File: config.mk
export PLATFORM = sky130hd
export DESIGN_NAME = formula_result_collector_flat
export DESIGN_NICKNAME = d
export VERILOG_FILES = /design/src/rtl/formula_result_collector_if.sv /design/src/rtl/formula_result_collector.sv /design/src/flat_wrapper.sv
export SDC_FILE = /design/constraint.sdc
export NUM_CORES = 1
export LEC_CHECK = 0
export CAP_MARGIN = 20
export CORE_AREA = 4 4 250 252
export DETAILED_ROUTE_END_ITERATION = 10
export DIE_AREA = 0 0 254 256
export HOLD_SLACK_MARGIN = 0.03
export PLACE_DENSITY_LB_ADDON = 0.12
export SETUP_SLACK_MARGIN = 0.1
export SYNTH_ARGS = -nofsm -noshare
export SYNTH_HDL_FRONTEND = slang
export SYNTH_SLANG_ARGS = --single-unit
File: constraint.sdc
create_clock -name clk -period 3.9 [get_ports clk]
set_input_delay 1.17 -clock clk [delete_from_list [all_inputs] [get_ports clk]]
set_output_delay 1.17 -clock clk [all_outputs]
set_load 0.01 [all_outputs]
File: src/rtl/formula_result_collector_if.sv
// Collector bus: pipe launch/result beats plus the downstream valid/ready head.
// slave is the collector's own view; master is the surrounding environment.
interface formula_result_collector_if #(
    parameter int width = 32
);
    logic             arg_vld;
    logic             arg_rdy;
    logic             res_vld;
    logic [width-1:0] res;
    logic             out_vld;
    logic [width-1:0] out_data;
    logic             out_rdy;
    logic             overflow;
    logic             proto_err;

    modport slave (
        input  arg_vld, res_vld, res, out_rdy,
        output arg_rdy, out_vld, out_data, overflow, proto_err
    );

    modport master (
        output arg_vld, res_vld, res, out_rdy,
        input  arg_rdy, out_vld, out_data, overflow, proto_err
    );
endinterface

File: src/rtl/formula_result_collector.sv
// Credit-gated result FIFO behind a fixed-latency formula pipe.
// FORMULA_COLLECTOR_CHECK_EN adds in-flight tracking and sticky error flags.
module formula_result_collector #(
    parameter int width = 32,
    parameter int depth = 16
) (
    input  logic clk,
    input  logic rst,
    formula_result_collector_if.slave bus
);
    localparam int AW = $clog2(depth);
    localparam int CW = $clog2(depth + 1);

    logic [CW-1:0]    credits_q, credits_d;
    logic [AW:0]      wr_ptr_q, wr_ptr_d;
    logic [AW:0]      rd_ptr_q, rd_ptr_d;
    logic [width-1:0] mem_q [depth];
    logic [width-1:0] mem_d [depth];

    logic arg_rdy, full, empty, launch, pop, push;

    always_comb begin
        empty   = (wr_ptr_q == rd_ptr_q);
        full    = (wr_ptr_q[AW] != rd_ptr_q[AW])
               && (wr_ptr_q[AW-1:0] == rd_ptr_q[AW-1:0]);
        arg_rdy = (credits_q != '0);
        launch  = bus.arg_vld & arg_rdy;
        pop     = !empty & bus.out_rdy;
        // a full FIFO still accepts a beat when the head leaves this cycle
        push    = bus.res_vld & (!full | pop);
    end

    always_comb begin
        credits_d = credits_q;
        unique case ({launch, pop})
            2'b10:   credits_d = credits_q - CW'(1);
            2'b01:   credits_d = credits_q + CW'(1);
            default: credits_d = credits_q;
        endcase
    end

    always_comb begin
        wr_ptr_d = wr_ptr_q;
        rd_ptr_d = rd_ptr_q;
        mem_d    = mem_q;
        if (push) begin
            mem_d[wr_ptr_q[AW-1:0]] = bus.res;
            wr_ptr_d = wr_ptr_q + (AW+1)'(1);
        end
        if (pop) begin
            rd_ptr_d = rd_ptr_q + (AW+1)'(1);
        end
    end

    always_ff @(posedge clk) begin
        if (rst) begin
            credits_q <= CW'(depth);
            wr_ptr_q  <= '0;
            rd_ptr_q  <= '0;
            mem_q     <= '{default: '0};
        end else begin
            credits_q <= credits_d;
            wr_ptr_q  <= wr_ptr_d;
            rd_ptr_q  <= rd_ptr_d;
            mem_q     <= mem_d;
        end
    end

    assign bus.arg_rdy  = arg_rdy;
    assign bus.out_vld  = !empty;
    assign bus.out_data = mem_q[rd_ptr_q[AW-1:0]];

`ifdef FORMULA_COLLECTOR_CHECK_EN
    logic [CW-1:0] inflight_q, inflight_d;
    logic          overflow_q, overflow_d;
    logic          proto_err_q, proto_err_d;
    logic          drop, bad_arg, bad_res;

    always_comb begin
        drop     = bus.res_vld & full & !pop;
        bad_arg  = bus.arg_vld & !arg_rdy;
        bad_res  = bus.res_vld & (inflight_q == '0);
        inflight_d = inflight_q;
        // a stray beat with nothing in flight must not wrap the counter
        if (launch && !bus.res_vld)
            inflight_d = inflight_q + CW'(1);
        else if (!launch && bus.res_vld && inflight_q != '0)
            inflight_d = inflight_q - CW'(1);
        overflow_d  = overflow_q | drop;
        proto_err_d = proto_err_q | bad_arg | bad_res;
    end

    always_ff @(posedge clk) begin
        if (rst) begin
            inflight_q  <= '0;
            overflow_q  <= 1'b0;
            proto_err_q <= 1'b0;
        end else begin
            inflight_q  <= inflight_d;
            overflow_q  <= overflow_d;
            proto_err_q <= proto_err_d;
        end
    end

    assign bus.overflow  = overflow_q;
    assign bus.proto_err = proto_err_q;
`else
    assign bus.overflow  = 1'b0;
    assign bus.proto_err = 1'b0;
`endif
endmodule
File: src/flat_wrapper.sv
// flat-port wrapper written by rule: the top's interface ports become plain ports
module formula_result_collector_flat 
#(
    parameter int width = 32,
    parameter int depth = 16
)
  (clk, rst, bus_arg_vld, bus_res_vld, bus_res, bus_out_rdy, bus_arg_rdy, bus_out_vld, bus_out_data, bus_overflow, bus_proto_err);
  formula_result_collector_if #(.width(width)) bus_i ();
  input  logic clk;
  input  logic rst;
  input wire logic [$bits(bus_i.arg_vld)-1:0] bus_arg_vld;
  input wire logic [$bits(bus_i.res_vld)-1:0] bus_res_vld;
  input wire logic [$bits(bus_i.res)-1:0] bus_res;
  input wire logic [$bits(bus_i.out_rdy)-1:0] bus_out_rdy;
  output wire logic [$bits(bus_i.arg_rdy)-1:0] bus_arg_rdy;
  output wire logic [$bits(bus_i.out_vld)-1:0] bus_out_vld;
  output wire logic [$bits(bus_i.out_data)-1:0] bus_out_data;
  output wire logic [$bits(bus_i.overflow)-1:0] bus_overflow;
  output wire logic [$bits(bus_i.proto_err)-1:0] bus_proto_err;
  assign bus_i.arg_vld = bus_arg_vld;
  assign bus_i.res_vld = bus_res_vld;
  assign bus_i.res = bus_res;
  assign bus_i.out_rdy = bus_out_rdy;
  assign bus_arg_rdy = bus_i.arg_rdy;
  assign bus_out_vld = bus_i.out_vld;
  assign bus_out_data = bus_i.out_data;
  assign bus_overflow = bus_i.overflow;
  assign bus_proto_err = bus_i.proto_err;
  formula_result_collector #(.width(width), .depth(depth)) u_core (.clk(clk), .rst(rst), .bus(bus_i));
endmodule
-- After elaboration in Yosys (flattened, before gate mapping)
Cells that the tools add are included.
- bits in registers: 527
- latch bits: 0
- RAM bits: 0
- ROM bits: 0
- input port bits: 37
- output and inout port bits: 36
- memories: 0
- $add $sub $neg: 4
- multipliers: 0
- div/mod/pow operators: 0
- magnitude comparators: 3
- eq/ne operators: 5
- shift-type cells: 0
- multiplexer cells: 7
- bitwise gates (word level): 6
- reduce and logical (&&, ||, !) cells: 6
- operator list (operator ; count):
    bitwise mux 512 bit ; 1
    binary-select mux 32 bit (select 4 bit) ; 1
    demux 32 bit (select 4 bit) ; 1
    2-to-1 mux 32 bit ; 3
    adder 5 x 1 -> 5 bit, second input constant ; 3
    >= comparator 5 bit, second input constant ; 2
    inverter 4 -> 5 bit ; 2
    one-hot mux 5 bit (2 select lines) ; 1
    equality test 5 bit ; 1
    < comparator 5 x 1 -> 1 bit, second input constant ; 1
    nonzero test 5 bit ; 1
    subtractor 5 x 1 -> 5 bit, second input constant ; 1
    equality test 4 bit ; 1
    bitwise AND 1 bit ; 3
    equality test 2 x 1 -> 1 bit, second input constant ; 1
    equality test 2 bit, second input constant ; 1
    logical AND 1 bit ; 2
    zero test 1 bit ; 2
    nonzero test 2 bit ; 1
    != test 1 bit ; 1
    bitwise OR 1 bit ; 1

-- Logic depth before layout (Yosys ltp)
Gate-level depths: netlist of run 1.
- word-level depth: 6
- mapped depth: 12
- gate-level depth less buffers: 10

-- Least setup slack after synthesis of run 1
No wires, ideal clock.
- kind: in2reg
- from: input bus_out_rdy
- to: register u_core.credits_q[4]
- setup time: 0.072 ns
- data arrival time: 2.935 ns
- required time: 3.828 ns
- setup slack: 0.893 ns
- stages on the path: 8
- path buffers: 0
- path through: a21boi_0 -> ha_1 -> inv_1 -> fa_1 -> a21o_1 -> a21oi_1 -> mux2i_1 -> mux2i_1
- longest elaborated chain between the ends: 3
- RTL lines (what ; RTL line ; source):
    start, declared ; flat_wrapper.sv:14 ; input wire logic [$bits(bus_i.out_rdy)-1:0] bus_out_rdy;
    bitwise AND 1 bit * ; formula_result_collector.sv:28 ; pop = !empty & bus.out_rdy;
    equality test 2 x 1 -> 1 bit / equality test 2 bit (equally long branches) ; formula_result_collector.sv:35 ; unique case ({launch, pop})
    one-hot mux 5 bit (2 select lines) / nonzero test 2 bit (equally long branches) ; -- ;
    end signal, assigned ; formula_result_collector.sv:57 ; credits_q <= CW'(depth);
    end signal, assigned ; formula_result_collector.sv:62 ; credits_q <= credits_d;
    end, declared ; formula_result_collector.sv:14 ; logic [CW-1:0] credits_q, credits_d;
Mark *: on every way between the ends. The rest lies on a longest branch, timed or not.
A chain may end at the register's enable or synchronous reset.

-- Final worst setup path of run 1
- from: register u_core.rd_ptr_q[0]
- to: output bus_out_data[22]
- longest elaborated chain between the ends: 4
- RTL lines (what ; RTL line ; source):
    start, declared ; formula_result_collector.sv:16 ; logic [AW:0] rd_ptr_q, rd_ptr_d;
    start signal, assigned ; formula_result_collector.sv:64 ; rd_ptr_q <= rd_ptr_d;
    inverter 4 -> 5 bit (implied by the code) ; formula_result_collector.sv:71 ; assign bus.out_data = mem_q[rd_ptr_q[AW-1:0]];
    binary-select mux 32 bit (select 4 bit) ; formula_result_collector.sv:71 ;
    2-to-1 mux 32 bit (implied by the code) (2 in a row) ; formula_result_collector.sv:71 ;
    end, declared ; flat_wrapper.sv:17 ; output wire logic [$bits(bus_i.out_data)-1:0] bus_out_data;
Every way passes these cells. The select of a mux whose other input is x is not followed.

==> key figures, run 1 <==
Drt
  • Avg WL per Cell: 20.8 microns
  • Via/cell ratio: 5.26
  • Post-route ant nets: 0
  • Pre-Repair DR Iteration Count: 5
  • DRC: 0
  • Via count: 16300
  • WL final: 64400 microns
  • Initial DRC Count: 847

Synth
  • Syn Area/Cell: 10.8 sq um
  • Yosys top cell area share: 44.3%
  • Mapped Area: 23800 sq um
  • Yosys reg bits: approximately 530
  • Post-synth top flop: dfxtp_1
  • Synth area leaders: dfxtp_1, mux2i_1, mux4_2
  • FFs w/ async S/R, synth: 0%
  • Mapped Cells: around 2200
  • Synth area leader: dfxtp_1
  • Sequential share of the synthesized area: 44.3%
  • Total number of yosys warnings: 0
  • Netlist cell types: 40
  • Number of flops mapped to enable cells by yosys: 0

Cells and area
  • Final nets: 2321
  • Layout Area Growth over Synthesis: 16.2%
  • Design area: 27700 sq um
  • Commonest non-fill, non-tap cell in the layout: nand2_1
  • Fill cell count: roughly 5600
  • Most frequent cells in the layout: nand2_1, dfxtp_1, mux2i_1
  • Register Area: 10600 sq um
  • Share of layout cells above drive strength 1: 19.4%
  • Multi-input logic area: 12100 sq um
  • Antenna diodes: 0

Worst hold path
  • Hold crit path type: flop to flop
  • Hold depth: 2

Setup path
  • Reg2reg path depth: 11
  • Critical Path Most Common Cell: buf_12
  • Worst-path maximum fanout: 8
  • CP Class: flop to output port
  • Slowest stage delay, CP: 0.51 ns
  • Critical Path, Cell by Cell: buf_12 -> buf_16 -> buf_12 -> buf_6 -> mux4_2 -> a211oi_2 -> a31oi_1 -> buf_2
  • CP arrival: 2.61 ns
  • Worst setup EP type: output port
  • CP Launch Type: flop
  • WP data required: 2.73 ns
  • Slowest CP cell: mux4_2

STA
  • Max Clk Rate: 265 MHz
  • Worst hold slack: 0.453 ns
  • TNS Setup: 0 ns
  • Post-route clock period utilization: 96.8%
  • RSZ-0062 raised after global routing: true
  • Worst Max-Slew Pin Slew: 0.708 ns
  • Final setup viols: 0
  • Final Max Slew Viols: 0
  • Final Hold Viols: 0
  • Slew Limit Headroom: between 50 and 60%
  • Setup Skew: 0.0184 ns
  • Tmin final: 3.78 ns

Power and ir drop
  • Switching Fraction: 25.8%
  • Total Power: 13.0 mW
  • Comb power frac: roughly 15%
  • VDD IR max: 0.362 mV
  • Flop pwr share: between 40% and 50%
  • Net Sw Power: 3.34 mW
  • Clock group share of total power: 42.3%
  • Cell Int Power: 9.62 mW
  • P_leak: 12.8 nW
  • PD cells: 468 nW/um^2

Global routing
  • Grt total ovfl: 0
  • Total GRT Usage: 19.6%
  • Initial antenna violation count: 0
  • First-pass GRT wire length: 100000 microns
  • Vias in the first global route: ~17000
  • Largest net degree at the start of global routing: 68

Floorplanning
  • Die area: 65000 sq um
  • Core box area: about 60000 sq um
  • # IOs: 73
  • Die W: between 200 and 300 microns
  • Core Rows: 90
  • Initial Utilization: 39.6%
  • Height of the die: 256 microns

Clock tree
  • Num Clock Sinks: 527
  • H-tree levels: 2
  • Clk slew on worst S/H paths: 0.06 ns
  • CTS buffer count: 59
  • CTS Buffer Depth: 3
  • CTS tree: built
  • CTS Hold Buffers Added: 0
  • Clock root cell: clkbuf_16
  • Clock latency on the worst-skew pair: 0.63 ns

Placed design
  • DP Area: 25100 sq um
  • IO buf count: 70
  • Post-detail-place hpwl: 37000 microns
  • Routability congestion estimate: 0.746

Run
  • Max-Cap Viols: 0

Outcome
  • Status: finished clean
-- power by group through the flow --
stage / Sequential [mW] / Clock (mW) / Combinational [mW]
final: 5.54 / 5.48 / 1.93
after global routing: 5.55 / 5.84 / 2.09
after CTS: 5.54 / 5.64 / 1.86
after detailed placement: 5.67 / 0 / 1.60
after global placement: 5.67 / 0 / 1.59
after floorplan: 5.63 / 0 / 1.10
-- synth_stat cells (9+ instances only) --
library cell	count
mux2i_1	516
buf_12	28
mux4_2	128
nor2b_1	39
a211oi_1	32
buf_2	17
ha_1	9
dfxtp_1	527
nand2_1	618
buf_4	21
a31oi_1	32
o21ai_4	9
nor2_1	29
clkbuf_1	127
-- path summary, 6_finish.rpt --
path | startpoint | end | slack (ns)
setup / recovery | u_core.rd_ptr_q[0] | bus_out_data[22] | 0.12
hold / removal | u_core.mem_q[45] | u_core.mem_q[45] | 0.45
setup reg to reg | u_core.rd_ptr_q[3] | u_core.credits_q[4] | 0.82
hold reg to reg | u_core.mem_q[45] | u_core.mem_q[45] | 0.45
-- critical path, delay by kind of cell (launching register included) --
family	cells	cell delay [ns]
buf+inv	5	0.66
compound gates	2	0.33
flops	1	0.47
mux	1	0.51
-- metal layers --
layer	vias to the layer above	share of wire, %	global-route usage [%]
met5	-	0	0
met4	0	2.1	5.07
met3	78	2.6	2.48
met2	205	49	33.2
met1	8222	47	26.6
li1	7776	-	-
-- stage by stage --
| step | instances | util, % | setup slack (ns) |
|---|---|---|---|
| after floorplan | 2206 | - | 0.893 |
| after global placement | 2935 | 41.7 | 0.289 |
| after detailed placement | 2935 | 41.7 | 0.287 |
| after CTS | 3081 | 45.6 | -0.0145 |
| after global routing | 3096 | 46.0 | 0.0297 |
| final | 3096 | 46.0 | 0.125 |
-- flip-flops by register name, summed over array words and instances, names as in the netlist --
name,flops
u_core.credits_q,5
u_core.mem_q,512
u_core.rd_ptr_q,5
u_core.wr_ptr_q,5
-- cell type report --
cell class,instances,share of cell area (%)
clock inverters,15,0.633
well taps,782,3.53
multi-input cells,1471,43.8
clock buffers,86,6.25
inverters,6,0.108
flip-flops and latches,527,38.2
repair buffers,209,7.50
-- repair_timing --
action	in CTS	in global routing
pin swaps	10	11
gates cloned	0	1
setup endpoints to repair	33	28
setup buffers	45	14
hold endpoints to repair	0	0
gates resized for setup	163	25
-- cell families after synthesis --
kind of cell / count (synthesis) / synth area share (%)
buffers and inverters: 208 / 5.83
multiplexers: 651 / 34.1
AND/OR/NAND/NOR: 701 / 11.6
XOR/XNOR: 8 / 0.326
adder cells (fa/ha/maj): 10 / 0.557
AO/OA/AOI/OAI: 99 / 3.25
flip-flops: 527 / 44.3
other: 1 / 0.0157
(Power assumes the default switching activity.)
==> inputs of run 2 (changes only) <==
CTS_CLUSTER_DIAMETER = 40   (was default)
SLEW_MARGIN = 20   (was default)
==> key figures, run 2 (synthesis results as in run 1) <==
Cells and area
  • Most frequent cells in the layout: nand2_1, dfxtp_1, mux2i_1
  • Share of layout cells above drive strength 1: 21.2% (+1.8 points)
  • Finished Layout Cells: 3162 (+2.1%)
  • Design area: 29000 sq um (+4.8%)
  • Fill cell count: 5482 (-1.8%)
  • Antenna diodes: 0 (unchanged)
  • Biggest register: u_core.mem_q
  • Register Area: 10600 sq um (unchanged)
  • Commonest non-fill, non-tap cell in the layout: nand2_1
  • Final nets: 2349 (+1.2%)
  • Layout Area Growth over Synthesis: 21.9%
  • Multi-input logic area: 12000 sq um (-0.70%)
  • Max reg flops: 512 (unchanged)

Floorplanning
  • Core box area: 60100 sq um (unchanged)
  • Die area: 65000 sq um (unchanged)
  • Core Rows: 90 (unchanged)
  • Die W: 254 microns (unchanged)
  • Initial Utilization: 39.6% (unchanged)
  • # IOs: 73 (unchanged)
  • Height of the die: 256 microns (unchanged)

Clock tree
  • CTS tree: built
  • CTS Buffer Depth: 3 (unchanged)
  • CTS buffer count: 93 (+58%)
  • Num Clock Sinks: 527 (unchanged)
  • Clk slew on worst S/H paths: 0.05 ns (about the same)
  • H-tree levels: 3 (+1)
  • CTS Hold Buffers Added: 0 (unchanged)
  • Clock latency on the worst-skew pair: 0.64 ns (about the same)
  • Clock root cell: clkbuf_16

Global routing
  • Initial antenna violation count: 0 (unchanged)
  • First-pass GRT wire length: 101000 microns (+0.77%)
  • Grt total ovfl: 0 (unchanged)
  • Largest net degree at the start of global routing: 68 (unchanged)
  • Vias in the first global route: 17200 (+2.6%)
  • Routing usage on met3: 3.57% (+1.1 points)
  • GR Util met1: 26.3% (-0.26 points)
  • Global route hottest layer: met2
  • Total GRT Usage: 19.8% (+0.15 points)
  • Global-route track usage on met2: 33.2% (unchanged)

STA
  • Worst Max-Slew Pin Slew: 0.701 ns (-0.00750 ns)
  • Final Max Slew Viols: 0 (unchanged)
  • Final Hold Viols: 0 (unchanged)
  • Post-route clock period utilization: 97.2% (+0.38 points)
  • Tmin final: 3.79 ns (+0.0149 ns)
  • TNS Setup: 0 ns (unchanged)
  • Slew Limit Headroom: 53.3% (+0.61 points)
  • Setup Skew: 0.0216 ns (+0.00328 ns)
  • Final setup viols: 0 (unchanged)
  • RSZ-0062 raised after global routing: true
  • Max Clk Rate: 264 MHz (-0.39%)
  • Final setup margin: 0.110 ns (-0.0149 ns)

Power and ir drop
  • PD cells: 556 nW/um^2 (+19%)
  • P_leak: 13.5 nW (+5.2%)
  • VDD IR max: 0.323 mV (-11%)

Placed design
  • Placed Instances: 2935 (unchanged)
  • Routability congestion estimate: 0.746 (unchanged)
  • Pre-CTS setup slack: 0.287 ns (unchanged)
  • DP Area: 25100 sq um (unchanged)
  • IO buf count: 70 (unchanged)
  • Post-detail-place hpwl: 37000 microns (unchanged)

Drt
  • WL final: 64500 microns (+0.21%)
  • Pre-Repair DR Iteration Count: 5 (unchanged)
  • Via/cell ratio: 5.24 (-0.36%)
  • Via count: 16600 (+1.8%)
  • Avg WL per Cell: 20.4 microns (-1.9%)
  • DRC: 0 (unchanged)
  • Post-route ant nets: 0 (unchanged)
  • Initial DRC Count: 778 (-8.1%)

Setup path
  • Slowest CP cell: mux4_2
  • CP Launch Type: flop
  • Setup crit start: u_core.rd_ptr_q[0]
  • CP Class: flop to output port
  • Critical Path, Cell by Cell: buf_12 -> buf_16 -> buf_4 -> mux4_2 -> a211oi_1 -> a31oi_1 -> buf_2
  • Critical R2R Launch: u_core.rd_ptr_q[0]
  • CP arrival: 2.62 ns (about the same)
  • Slowest stage delay, CP: 0.49 ns (-0.02 ns)
  • Worst-path maximum fanout: 13 (+5)
  • WP data required: 2.73 ns (about the same)
  • Worst setup EP type: output port

Run
  • Max-Cap Viols: 0 (unchanged)

Worst hold path
  • Hold crit path type: flop to flop
  • Worst Hold Launch: u_core.mem_q[293]

Outcome
  • Status: finished clean
run 2: cell count changes in the layout (fill, tap and decap cells not counted), moves of 6 or more:
| cell | previous run | this run |
|---|---|---|
| buf_12 | 30 | 24 |
| buf_2 | 24 | 13 |
| buf_6 | 6 | 0 |
| bufinv_16 | 2 | 16 |
| clkbuf_1 | 13 | 7 |
| clkbuf_16 | 61 | 95 |
| clkbuf_2 | 1 | 11 |
| clkbuf_8 | 13 | 4 |
| clkinv_4 | 1 | 12 |
| clkinvlp_4 | 2 | 10 |
| inv_6 | 1 | 11 |
run 2: critical path, delay by kind of cell (launching register included):
kind                   cells  cell delay (ns)
muxes                      1             0.49
buffers and inverters      4             0.68
AOI/OAI and AO/OA          2             0.41
DFF                        1             0.41
run 2: through the flow:
step | utilization (%) | power (mW) | hold slack (ns)
global placement | 41.7 | 7.25 | 0.439
floorplan | - | 6.73 | 0.432
global route | 48.3 | 16.7 | 0.469
detailed placement | 41.7 | 7.27 | 0.447
finish | 48.3 | 16.1 | 0.453
CTS | 48.0 | 16.2 | 0.454
run 2: path summary, 6_finish.rpt:
path | end | slack, ns | cells after the start
max reg2reg | u_core.credits_q[4] | 0.83 | 13
min reg2reg | u_core.mem_q[293] | 0.45 | 2
max | bus_out_data[31] | 0.11 | 7
min | u_core.mem_q[293] | 0.45 | 2
run 2: final cells by class:
class / instances / area share [%]
multi-input combinational: 1471 / 41.5
sequential: 527 / 36.4
clock buffer: 105 / 8.38
timing repair buffer: 203 / 6.89
tap: 782 / 3.37
clock inverter: 68 / 3.36
inverter: 6 / 0.103
run 2: per-layer routing:
layer / share of wire, % / up-vias
li1: - / 7876
met1: 46 / 8356
met2: 49 / 249
met3: 3.1 / 87
met4: 2.0 / 0
met5: 0 / -
run 2: repair_timing:
action	4_1_cts	5_1_grt
gates cloned	0	1
setup endpoints to repair	33	32
buffers inserted	32	21
pin swaps	3	7
gates resized for setup	102	43
run 2: where the power goes:
group          switching [mW]  total (mW)  leakage (nW)  internal, mW
Clock                    3.07        8.73          1.64          5.66
Combinational           0.956        1.87          7.59         0.910
Sequential             0.0668        5.54          4.26          5.48
Total                    4.09        16.1          13.5          12.0
